===== config.mk =====
export PLATFORM = sky130hd
export DESIGN_NAME = instr_loader
export DESIGN_NICKNAME = d
export VERILOG_FILES = /design/src/rtl/cpu_pkg.sv /design/src/rtl/instr_loader_btn_conditioner.sv /design/src/rtl/instr_loader.sv
export SDC_FILE = /design/constraint.sdc
export NUM_CORES = 1
export LEC_CHECK = 0
export ABC_AREA = 1
export BUFFER_PORTS_ARGS = -buffer_cell sky130_fd_sc_hd__buf_2
export CAP_MARGIN = 0
export CELL_PAD_IN_SITES_DETAIL_PLACEMENT = 0
export CELL_PAD_IN_SITES_GLOBAL_PLACEMENT = 2
export CORE_AREA = 2 2 63 65
export CTS_CLUSTER_DIAMETER = 30
export CTS_CLUSTER_SIZE = 28
export DETAILED_ROUTE_END_ITERATION = 16
export DIE_AREA = 0 0 65 67
export GPL_TIMING_DRIVEN = 1
export MAX_ROUTING_LAYER = met4
export PLACE_DENSITY_LB_ADDON = 0.25
export SYNTH_ARGS = -nofsm -noshare
export SYNTH_HDL_FRONTEND = slang
export SYNTH_SLANG_ARGS = --single-unit
export TNS_END_PERCENT = 50

===== constraint.sdc =====
create_clock -name clk -period 1.4 [get_ports clk]
set_clock_uncertainty 0.15 [all_clocks]
set_input_delay 0.07 -clock clk [delete_from_list [all_inputs] [get_ports clk]]
set_output_delay 0.07 -clock clk [all_outputs]
set_load 0.1 [all_outputs]

===== src/rtl/cpu_pkg.sv =====
// Shared types for the bit-serial CPU front end.
package cpu_pkg;

  localparam int INSTR_W  = 16;
  localparam int OPCODE_W = 4;

  typedef enum logic [1:0] {
    LOAD_LO = 2'd0,
    LOAD_HI = 2'd1,
    FULL    = 2'd2,
    EXEC    = 2'd3
  } load_state_t;

endpackage


===== src/rtl/instr_loader_btn_conditioner.sv =====
// Push-button conditioning: 2-flop sync, optional debounce, rising-edge pulse.
// Debounce filter is built only when DEBOUNCE_EN is defined.
module btn_conditioner #(
  parameter int DEBOUNCE_CYCLES = 16
) (
  input  logic clk,
  input  logic rstn,
  input  logic btn_raw,
  output logic btn_edge
);

  logic s1;
  logic s2;
  logic lvl;
  logic lvl_q;

  always_ff @(posedge clk or negedge rstn) begin
    if (!rstn) begin
      s1       <= 1'b0;
      s2       <= 1'b0;
      lvl_q    <= 1'b0;
      btn_edge <= 1'b0;
    end else begin
      s1       <= btn_raw;
      s2       <= s1;
      lvl_q    <= lvl;
      btn_edge <= lvl & ~lvl_q;
    end
  end

`ifdef DEBOUNCE_EN
  localparam int CW = $clog2(DEBOUNCE_CYCLES + 1);
  logic [CW-1:0] cnt;

  // lvl follows s2 only after it has disagreed for DEBOUNCE_CYCLES samples
  always_ff @(posedge clk or negedge rstn) begin
    if (!rstn) begin
      lvl <= 1'b0;
      cnt <= '0;
    end else if (s2 == lvl) begin
      cnt <= '0;
    end else if (cnt == CW'(DEBOUNCE_CYCLES)) begin
      lvl <= s2;
      cnt <= '0;
    end else begin
      cnt <= cnt + CW'(1);
    end
  end
`else
  always_ff @(posedge clk or negedge rstn) begin
    if (!rstn) lvl <= 1'b0;
    else       lvl <= s2;
  end
`endif

endmodule


===== src/rtl/instr_loader.sv =====
// Two-byte instruction loader with button handshake to the control FSM.
// Define DEBOUNCE_EN to insert the button debounce filter.
module instr_loader
  import cpu_pkg::*;
#(
  parameter int DEBOUNCE_CYCLES = 16,
  parameter int DATA_W          = 8
) (
  input  logic                          clk,
  input  logic                          rstn,
  input  logic                          btn_raw,
  input  logic [DATA_W-1:0]             data_in,
  input  logic                          clr,
  input  logic                          inst_ack,
  output logic [OPCODE_W-1:0]           opcode,
  output logic [INSTR_W-OPCODE_W-1:0]   instr,
  output logic                          inst_done,
  output logic                          btn_edge,
  output logic [1:0]                    load_state
);

  load_state_t        state;
  load_state_t        state_nx;
  logic [INSTR_W-1:0] instr_reg;
  logic [INSTR_W-1:0] instr_nx;

  btn_conditioner #(
    .DEBOUNCE_CYCLES(DEBOUNCE_CYCLES)
  ) u_btn (
    .clk     (clk),
    .rstn    (rstn),
    .btn_raw (btn_raw),
    .btn_edge(btn_edge)
  );

  // clr beats inst_ack beats the button
  always_comb begin
    state_nx = state;
    instr_nx = instr_reg;
    if (clr) begin
      state_nx = LOAD_LO;
      instr_nx = '0;
    end else if (inst_ack && state == EXEC) begin
      state_nx = LOAD_LO;
    end else if (btn_edge) begin
      unique case (state)
        LOAD_LO: begin
          instr_nx[DATA_W-1:0] = data_in;
          state_nx = LOAD_HI;
        end
        LOAD_HI: begin
          instr_nx[INSTR_W-1:DATA_W] = data_in;
          state_nx = FULL;
        end
        FULL:    state_nx = EXEC;
        EXEC:    state_nx = EXEC;
      endcase
    end
  end

  always_ff @(posedge clk or negedge rstn) begin
    if (!rstn) begin
      state     <= LOAD_LO;
      instr_reg <= '0;
      inst_done <= 1'b0;
    end else begin
      state     <= state_nx;
      instr_reg <= instr_nx;
      inst_done <= (state_nx == FULL) || (state_nx == EXEC);
    end
  end

  assign opcode     = instr_reg[OPCODE_W-1:0];
  assign instr      = instr_reg[INSTR_W-1:OPCODE_W];
  assign load_state = state;

endmodule


==> flow_metrics.env <==
export IMPL_vias=846
export IMPL_pin_count=33
export IMPL_clkPwrFrac_pct=27.4
export IMPL_cts_resized=0
export IMPL_finalCriticalPeriod_ps=1300
export IMPL_swShare_pct=32.0
export IMPL_ys_ff_latch=24
export IMPL_nets=167
export IMPL_root_buffer="clkbuf_8"
export IMPL_grt_pass1_vias=789
export IMPL_max_vdd_ir_drop_v=0.000475
export IMPL_io_buffers=32
export IMPL_final_common_cell="buf_2"
export IMPL_whs_ps=4.64
export IMPL_ys_seq_area_share_pct=58.3
export IMPL_fin_crit_sh_pct=92.8
export IMPL_yosysUniqueCellTypes=15
export IMPL_cap_violations=0
export IMPL_rows=22
export IMPL_seq_power_share_pct=50.1
export IMPL_grt_total_usage_pct=11.8
export IMPL_cp_start_kind="flip-flop"
export IMPL_dp_hpwl_um=1630
export IMPL_syn_to_final_growth_pct=40.7
export IMPL_cp_max_fo=9
export IMPL_seq_area_sq_um=609
export IMPL_multi_input_area_sq_um=358
export IMPL_initial_core_util_pct=28.6
export IMPL_die_area_sq_um=4360
export IMPL_drive_gt1_share_pct=35.9
export IMPL_cts_buffers=3
export IMPL_postSynthNetCount=120
export IMPL_clk_path_buf_depth=2
export IMPL_insertion_delay_ps=260
export IMPL_grt_antenna_before_repair=0
export IMPL_status="completed"
export IMPL_relSlewSlack_pct=64.7
export IMPL_layout_common_cells="buf_2 (29), nand2_1 (26), dfrtp_1 (21)"
export IMPL_yosysWarningCount=0
export IMPL_grt_remaining_overflow=0
export IMPL_p_sw_w=0.000476
export IMPL_power_internal_w=0.00101
export IMPL_worstPathRequired_ps=1180
export IMPL_grt_pass1_wl_um=3730
export IMPL_finalMaxSlewViolations=0
export IMPL_cts_tree="yes"
export IMPL_first_iter_violations=22
export IMPL_rsz0062_at_grt="false"
export IMPL_setup_violations=0
export IMPL_n_fill_cell=355
export IMPL_synth_area_per_cell_sq_um=9.62
export IMPL_routed_wl_um=2320
export IMPL_comb_power_share_pct=22.5
export IMPL_via_per_inst=4.21
export IMPL_fmax_mhz=770
export IMPL_syn_area_sq_um=1030
export IMPL_drt_pass1_iterations=4
export IMPL_worst_pin_slew_ps=529
export IMPL_cts_sinks=24
export IMPL_fp_coreArea_sq_um=3610
export IMPL_die_w_um=65
export IMPL_fin_tns_setup_ps=0
export IMPL_clk_pin_slew_worst_paths_ps=80
export IMPL_cts_max_level=1
export IMPL_gp_congestion=0.753
export IMPL_hold_viol=0
export IMPL_p_per_area_nw_per_um2=1030
export IMPL_path_class="reg -> out"
export IMPL_avgRoutedWirePerCell_um=11.6
export IMPL_post_cts_buffers=0
export IMPL_largest_reg_flops=16
export IMPL_end_kind="primary output"
export IMPL_p_leak_nw=0.797
export IMPL_postRouteAntennaNets=0
export IMPL_antenna_cells=0
export IMPL_hp_class="in -> reg"
export IMPL_grt_max_degree=25
export IMPL_die_y_um=67
export IMPL_drcViolationCount=0
export IMPL_worstPathArrival_ps=1080
export IMPL_netlist_instances=107
## Yosys cell counts, drive strengths merged
master | n | share of area (%)
a21oi | 1 | 0.49
buf | 3 | 2.2
nand3 | 26 | 18
o21ai | 1 | 0.49
nand2 | 27 | 11
dfrtp | 24 | 58
inv | 11 | 4.3
clkinv | 1 | 0.49
nor2 | 13 | 5.5
## routing by layer
layer | track usage, % | vias up | share of wire [%]
met5 | - | - | 0
met4 | 3.99 | 0 | 1.3
met3 | 3.04 | 4 | 3.5
met2 | 18.8 | 21 | 47
met1 | 14.6 | 390 | 48
li1 | - | 431 | -
## worst paths after layout
check	end	cells after the start	slack (ps)	start
min reg2reg	u_btn.s2$_DFF_PN0_	0	200	u_btn.s1$_DFF_PN0_
max reg2reg	instr_reg[4]$_DFFE_PN0P_	4	140	load_state[1]$_DFF_PN0_
min in group asynchronous	inst_done$_DFF_PN0_	2	160	rstn
max in group asynchronous	load_state[0]$_DFF_PN0_	2	540	rstn
max	btn_edge	2	100	u_btn.btn_edge$_DFF_PN0_
min	instr_reg[8]$_DFFE_PN0P_	5	5	data_in[0]
## area by class of cell
class	count	share of cell area, %
Multi-Input combinational cell	68	24.7
Clock buffer	4	3.11
Sequential cell	24	42.1
Inverter	12	3.37
Tap cell	48	4.15
Timing Repair Buffer	45	22.6
## cell families after synthesis
family	Yosys count	share of synthesized area, %
buf+inv	15	6.93
simple gates	66	33.8
flops	24	58.3
compound gates	2	0.971
## critical path, stage by stage (launching register included)
cell and delay [ps]:
dfrtp_2 490, buf_4 170, buf_12 150
## power by group through the flow
stage | registers [W] | clock network (W) | logic [W]
2_1_floorplan | 0.000912 | 0 | 0.0000732
3_3_place_gp | 0.000760 | 0 | 0.000315
3_5_place_dp | 0.000761 | 0 | 0.000315
4_1_cts | 0.000747 | 0.000430 | 0.000337
5_1_grt | 0.000751 | 0.000457 | 0.000353
6_report | 0.000746 | 0.000408 | 0.000335
## repair_timing
item | 4_1_cts | 5_1_grt
setup endpoints to repair | 0 | 0
endpoints found under the hold margin | 36 | 0
hold buffers | 10 | 0
## stage by stage
step	power [W]	area, sq um	util, %	setup WS, ps	std cells
global placement	0.00108	1300	36.2	168	187
floorplan	0.000985	1040	-	-1.11	107
global route	0.00156	1450	40.2	61.8	201
detailed placement	0.00108	1300	36.2	165	187
finish	0.00149	1450	40.2	101	201
CTS	0.00151	1450	40.2	82.4	201
(Power assumes the default switching activity.)
